File: src/rtl/pri_arb_pkg.sv
// Shared types and helpers for the priority / round-robin arbiter.
package pri_arb_pkg;

   typedef enum logic {
      ST_IDLE  = 1'b0,
      ST_GRANT = 1'b1
   } state_e;

   // Index width that stays at least 1 bit for tiny requester counts.
   function automatic int unsigned idx_width(input int unsigned n);
      return (n <= 2) ? 1 : $clog2(n);
   endfunction

endpackage

File: src/rtl/pri_select.sv
// Combinational pick: highest set request at or below ptr (RR), else highest overall.
module pri_select
   import pri_arb_pkg::*;
#(
   parameter int unsigned N     = 8,
   parameter int unsigned IDX_W = idx_width(N)
) (
   input  logic [N-1:0]     req,
   input  logic [IDX_W-1:0] ptr,
   input  logic             rr,
   output logic             any,
   output logic [IDX_W-1:0] idx,
   output logic [N-1:0]     onehot
);

   logic             m_hit;
   logic [IDX_W-1:0] m_idx;
   logic             u_hit;
   logic [IDX_W-1:0] u_idx;

   // Ascending scan: the last set bit seen is the highest one.
   always_comb begin
      m_hit = 1'b0;
      m_idx = '0;
      u_hit = 1'b0;
      u_idx = '0;
      for (int unsigned i = 0; i < N; i++) begin
         if (req[i]) begin
            u_hit = 1'b1;
            u_idx = IDX_W'(i);
            if (IDX_W'(i) <= ptr) begin
               m_hit = 1'b1;
               m_idx = IDX_W'(i);
            end
         end
      end
   end

   assign any = u_hit;
   assign idx = (rr && m_hit) ? m_idx : u_idx;

   always_comb begin
      onehot = '0;
      for (int unsigned i = 0; i < N; i++) begin
         onehot[i] = u_hit && (idx == IDX_W'(i));
      end
   end

endmodule

File: src/rtl/pri_arbiter_rr.sv
// Registered N-way arbiter: grant held until done or watchdog expiry, fixed or RR order.
module pri_arbiter_rr
   import pri_arb_pkg::*;
#(
   parameter int unsigned N       = 8,
   parameter int unsigned IDX_W   = idx_width(N),
   parameter int unsigned RR      = 1,
   parameter int unsigned TIMEOUT = 0
) (
   input  logic             clk,
   input  logic             rst,
   input  logic [N-1:0]     req,
   input  logic             en,
   input  logic             done,
   output logic [N-1:0]     gnt,
   output logic [IDX_W-1:0] gnt_idx,
   output logic             gnt_vld,
   output logic             timeout
);

   localparam int unsigned CW   = (TIMEOUT > 0) ? $clog2(TIMEOUT + 1) : 1;
   localparam int unsigned TMAX = (TIMEOUT > 0) ? TIMEOUT - 1 : 0;

   state_e           state_q, state_d;
   logic [N-1:0]     gnt_q, gnt_d;
   logic [IDX_W-1:0] idx_q, idx_d;
   logic             vld_q, vld_d;
   logic             to_q, to_d;
   logic [IDX_W-1:0] ptr_q, ptr_d;
   logic [CW-1:0]    cnt_q, cnt_d;

   logic             sel_any;
   logic [IDX_W-1:0] sel_idx;
   logic [N-1:0]     sel_onehot;
   logic             expire;
   logic             release_c;
   logic             start;

   pri_select #(
      .N     (N),
      .IDX_W (IDX_W)
   ) u_sel (
      .req    (req),
      .ptr    (ptr_q),
      .rr     (RR != 0),
      .any    (sel_any),
      .idx    (sel_idx),
      .onehot (sel_onehot)
   );

   // done wins over expiry, so a coincident done never raises timeout.
   assign expire    = (TIMEOUT != 0) && (state_q == ST_GRANT) &&
                      (cnt_q == CW'(TMAX)) && !done;
   assign release_c = (state_q == ST_GRANT) && (done || expire);
   assign start     = en && sel_any && ((state_q == ST_IDLE) || release_c);

   always_comb begin
      state_d = state_q;
      gnt_d   = gnt_q;
      idx_d   = idx_q;
      vld_d   = vld_q;
      ptr_d   = ptr_q;
      cnt_d   = cnt_q;
      to_d    = expire;
      if (start) begin
         state_d = ST_GRANT;
         gnt_d   = sel_onehot;
         idx_d   = sel_idx;
         vld_d   = 1'b1;
         cnt_d   = '0;
         ptr_d   = (sel_idx == '0) ? IDX_W'(N - 1) : sel_idx - IDX_W'(1);
      end else if (release_c || (state_q == ST_IDLE)) begin
         state_d = ST_IDLE;
         gnt_d   = '0;
         idx_d   = '0;
         vld_d   = 1'b0;
         cnt_d   = '0;
      end else if (TIMEOUT > 0) begin
         cnt_d = cnt_q + CW'(1);
      end
   end

   always_ff @(posedge clk) begin
      if (rst) begin
         state_q <= ST_IDLE;
         gnt_q   <= '0;
         idx_q   <= '0;
         vld_q   <= 1'b0;
         to_q    <= 1'b0;
         ptr_q   <= IDX_W'(N - 1);
         cnt_q   <= '0;
      end else begin
         state_q <= state_d;
         gnt_q   <= gnt_d;
         idx_q   <= idx_d;
         vld_q   <= vld_d;
         to_q    <= to_d;
         ptr_q   <= ptr_d;
         cnt_q   <= cnt_d;
      end
   end

   assign gnt     = gnt_q;
   assign gnt_idx = idx_q;
   assign gnt_vld = vld_q;
   assign timeout = to_q;

endmodule

File: config.mk
export PLATFORM = sky130hd
export DESIGN_NAME = pri_arbiter_rr
export DESIGN_NICKNAME = d
export VERILOG_FILES = /design/src/rtl/pri_arb_pkg.sv /design/src/rtl/pri_select.sv /design/src/rtl/pri_arbiter_rr.sv
export SDC_FILE = /design/constraint.sdc
export NUM_CORES = 1
export LEC_CHECK = 0
export BUFFER_PORTS_ARGS = -buffer_cell sky130_fd_sc_hd__buf_2
export CORE_MARGIN = 8
export CORE_UTILIZATION = 45
export DETAILED_ROUTE_END_ITERATION = 8
export HOLD_SLACK_MARGIN = 0.02
export PLACE_DENSITY = 0.74
export SLEW_MARGIN = 10
export SYNTH_ARGS = -nofsm -noshare
export SYNTH_HDL_FRONTEND = slang
export SYNTH_SLANG_ARGS = --single-unit
File: constraint.sdc
create_clock -name clk -period 1.75 [get_ports clk]
set_input_delay 0.2625 -clock clk [delete_from_list [all_inputs] [get_ports clk]]
set_output_delay 0.2625 -clock clk [all_outputs]
set_load 0.02 [all_outputs]
==> metrics.csv <==
stage,metric,value,unit
clock_network,cts_tree,done,
placement,dp.cells,163,
logic_synthesis,synthTopCellsByCount,"17 x nor2_1, 15 x dfxtp_1, 8 x a32oi_1",
routing,vias,1034,
logic_synthesis,yosys.area.top_type,dfxtp_1,
cells_and_area,nets,167,
placement,dp_hpwl,1.73,mm
sta,holdWs,303,ps
routing,ant_nets,0,
logic_synthesis,synth_top_area_frac,0.314,
worst_setup_path,critPathLaunchType,flop,
floorplan,chipWidth,62.1,um
grt,grt_overflow,0,
clock_network,cts_sinks,15,
floorplan,start_util,0.482,
placement,dp_slack,-236,ps
logic_synthesis,post_synth.cell_area_avg,9.02,sq um
clock_network,htreeDepth,1,
cells_and_area,antenna-diode-count,0,
power,finalPower,1.05,mW
sta,setup_ws,-269,ps
floorplan,fp.coreArea,1980,sq um
worst_setup_path,crit_path_end_kind,flop,
power,p_leak,0.597,nW
floorplan,placementRows,16,
sta,fmax,495,MHz
clock_network,clockRootBuffer,clkbuf_4,
worst_setup_path,crit_type,reg -> reg,
cells_and_area,synthToLayoutAreaGrowth,42.3,%
routing,drtIter0Drc,47,
placement,port_buffers,23,
clock_network,cts_max_path_buffers,2,
worst_setup_path,crit_fanout,6,
logic_synthesis,synth_nets,123,
logic_synthesis,yosysSeqAreaShare,0.314,
clock_network,cts_made_buffers,3,
routing,avgRoutedWirePerCell,15.9,um
outcome,status,finished with violations,
sta,finalHoldViolations,0,
floorplan,dieArea,3860,sq um
flow_run,drv_cap,0,
sta,finalSetupViolations,12,
power,powerDensity,770,nW/um^2
clock_network,clk_pin_slew_worst_paths,90,ps
logic_synthesis,synthFlopType,dfxtp_1,
logic_synthesis,synth.most_common_cell,nor2_1,
worst_setup_path,critPathArrivalTime,2190,ps
min_path,worstHoldPathType,in -> reg,
logic_synthesis,syn_area,956,sq um
logic_synthesis,synth_edf_count,0,
floorplan,fp.dieH,62.1,um
routing,vias_per_cell,5.88,
grt,antenna_found_initial,0,
cells_and_area,fillCellCount,151,
grt,track_usage,0.146,
routing,firstDrtPassIters,5,
logic_synthesis,yosysWarnings,0,
logic_synthesis,synth_async_sr_flop_share,0,
routing,drc,0,
routing,wl,2.80,mm
sta,fin_skew,6.67,ps
outcome,violations,setup timing,
power,peakVddDrop,497,uV
grt,grt_max_degree,17,
grt,grt_pass1_vias,939,
cells_and_area,layout-drive-gt1-share,0.523,
sta,finalCritPeriodShare,1.15,
logic_synthesis,synthCells,106,
worst_setup_path,reg2reg_slack,-270,ps
logic_synthesis,ys_ff_latch,15,
sta,rsz0062_at_grt,yes,
logic_synthesis,netlist_top_cells_area,"dfxtp_1 31%, a32oi_1 7.3%, nor2_1 6.7%",
floorplan,ios,25,
placement,gp_congestion,0.849,
grt,grt_first_pass_wirelength,4.27,mm
logic_synthesis,yosysUniqueCellTypes,39,
worst_setup_path,required,1920,ps
sta,maxSlewViolCount,0,
sta,period_needed,2020,ps
cells_and_area,stdcell_count,176,
clock_network,insertion_delay,290,ps
==> layer usage <==
layer	share of wire	GRT usage	routed length, um	up-vias
met3	0.078	0.0309	220	6
met1	0.43	0.185	1200	490
li1	-	-	-	483
met2	0.48	0.240	1340	55
met5	0	0	0	-
met4	0.017	0.0390	48	0
==> power by group <==
part	internal (mW)	switching (mW)	leakage [nW]
logic	0.216	0.228	0.459
clock network	0.0887	0.111	0.0150
registers	0.368	0.0340	0.123
==> worst paths after layout <==
kind,startpoint,end,cells after the start
max,ptr_q[0]$_SDFFE_PP1P_,ptr_q[1]$_SDFFE_PP1P_,8
max reg2reg,ptr_q[0]$_SDFFE_PP1P_,ptr_q[1]$_SDFFE_PP1P_,8
min,rst,gnt[3]$_SDFFE_PP0P_,2
min reg2reg,gnt_idx[0]$_SDFFE_PP0P_,gnt_idx[0]$_SDFFE_PP0P_,2
==> worst max-delay path, cell delays in order (launching register included) <==
cell and delay (ps):
dfxtp_4 390, nor4_4 320, o22ai_2 150, nand4bb_1 270
o21ai_2 150, inv_2 100, ha_4 270, nor2_2 30
a211o_1 230
==> cell usage in the layout, fill, tap and decap left out, types with 3 or more instances in the layout <==
| cell | count |
|---|---|
| dfxtp_1 | 12 |
| a32oi_1 | 6 |
| clkbuf_4 | 3 |
| o21ai_0 | 7 |
| buf_2 | 23 |
| inv_1 | 4 |
| nor2_1 | 16 |
| buf_4 | 21 |
| o22ai_2 | 3 |
| dfxtp_4 | 3 |
| a21oi_1 | 5 |
==> final cells by class <==
class                      count  area (sq um)  share of cell area
timing repair buffer          45           284               0.209
clock buffer                   4          26.3              0.0193
tap                           27          33.8              0.0248
inverter                       5          18.8              0.0138
sequential                    15           312               0.229
multi-input combinational     80           686               0.504
==> flip-flops by register name, indices dropped and copies added, names as in the netlist <==
signal	flops
gnt	8
gnt_vld	1
ptr_q	3
gnt_idx	3
==> cells by family after synthesis <==
family / count (synthesis) / synth area share
AOI/OAI and AO/OA: 40 / 0.334
adders and majority gates: 5 / 0.0654
buffers and inverters: 11 / 0.0628
DFF: 15 / 0.314
other: 1 / 0.00392
and+or+nand+nor: 34 / 0.220
==> timing repair <==
item	in CTS	in global routing
hold buffers	0	0
setup buffers	9	1
pin swaps	7	6
endpoints found under the setup margin	10	11
resized for setup	15	10
==> stage by stage <==
step / utilization / cell area, sq um / setup TNS, ps
final: 0.686 / 1360 / -1650
after global routing: 0.686 / 1360 / -2200
after detailed placement: 0.589 / 1170 / -1250
after CTS: 0.662 / 1310 / -400
after floorplan: - / 966 / -306
after global placement: 0.589 / 1170 / -608
Note: power is estimated with default switching activity, not from simulation.
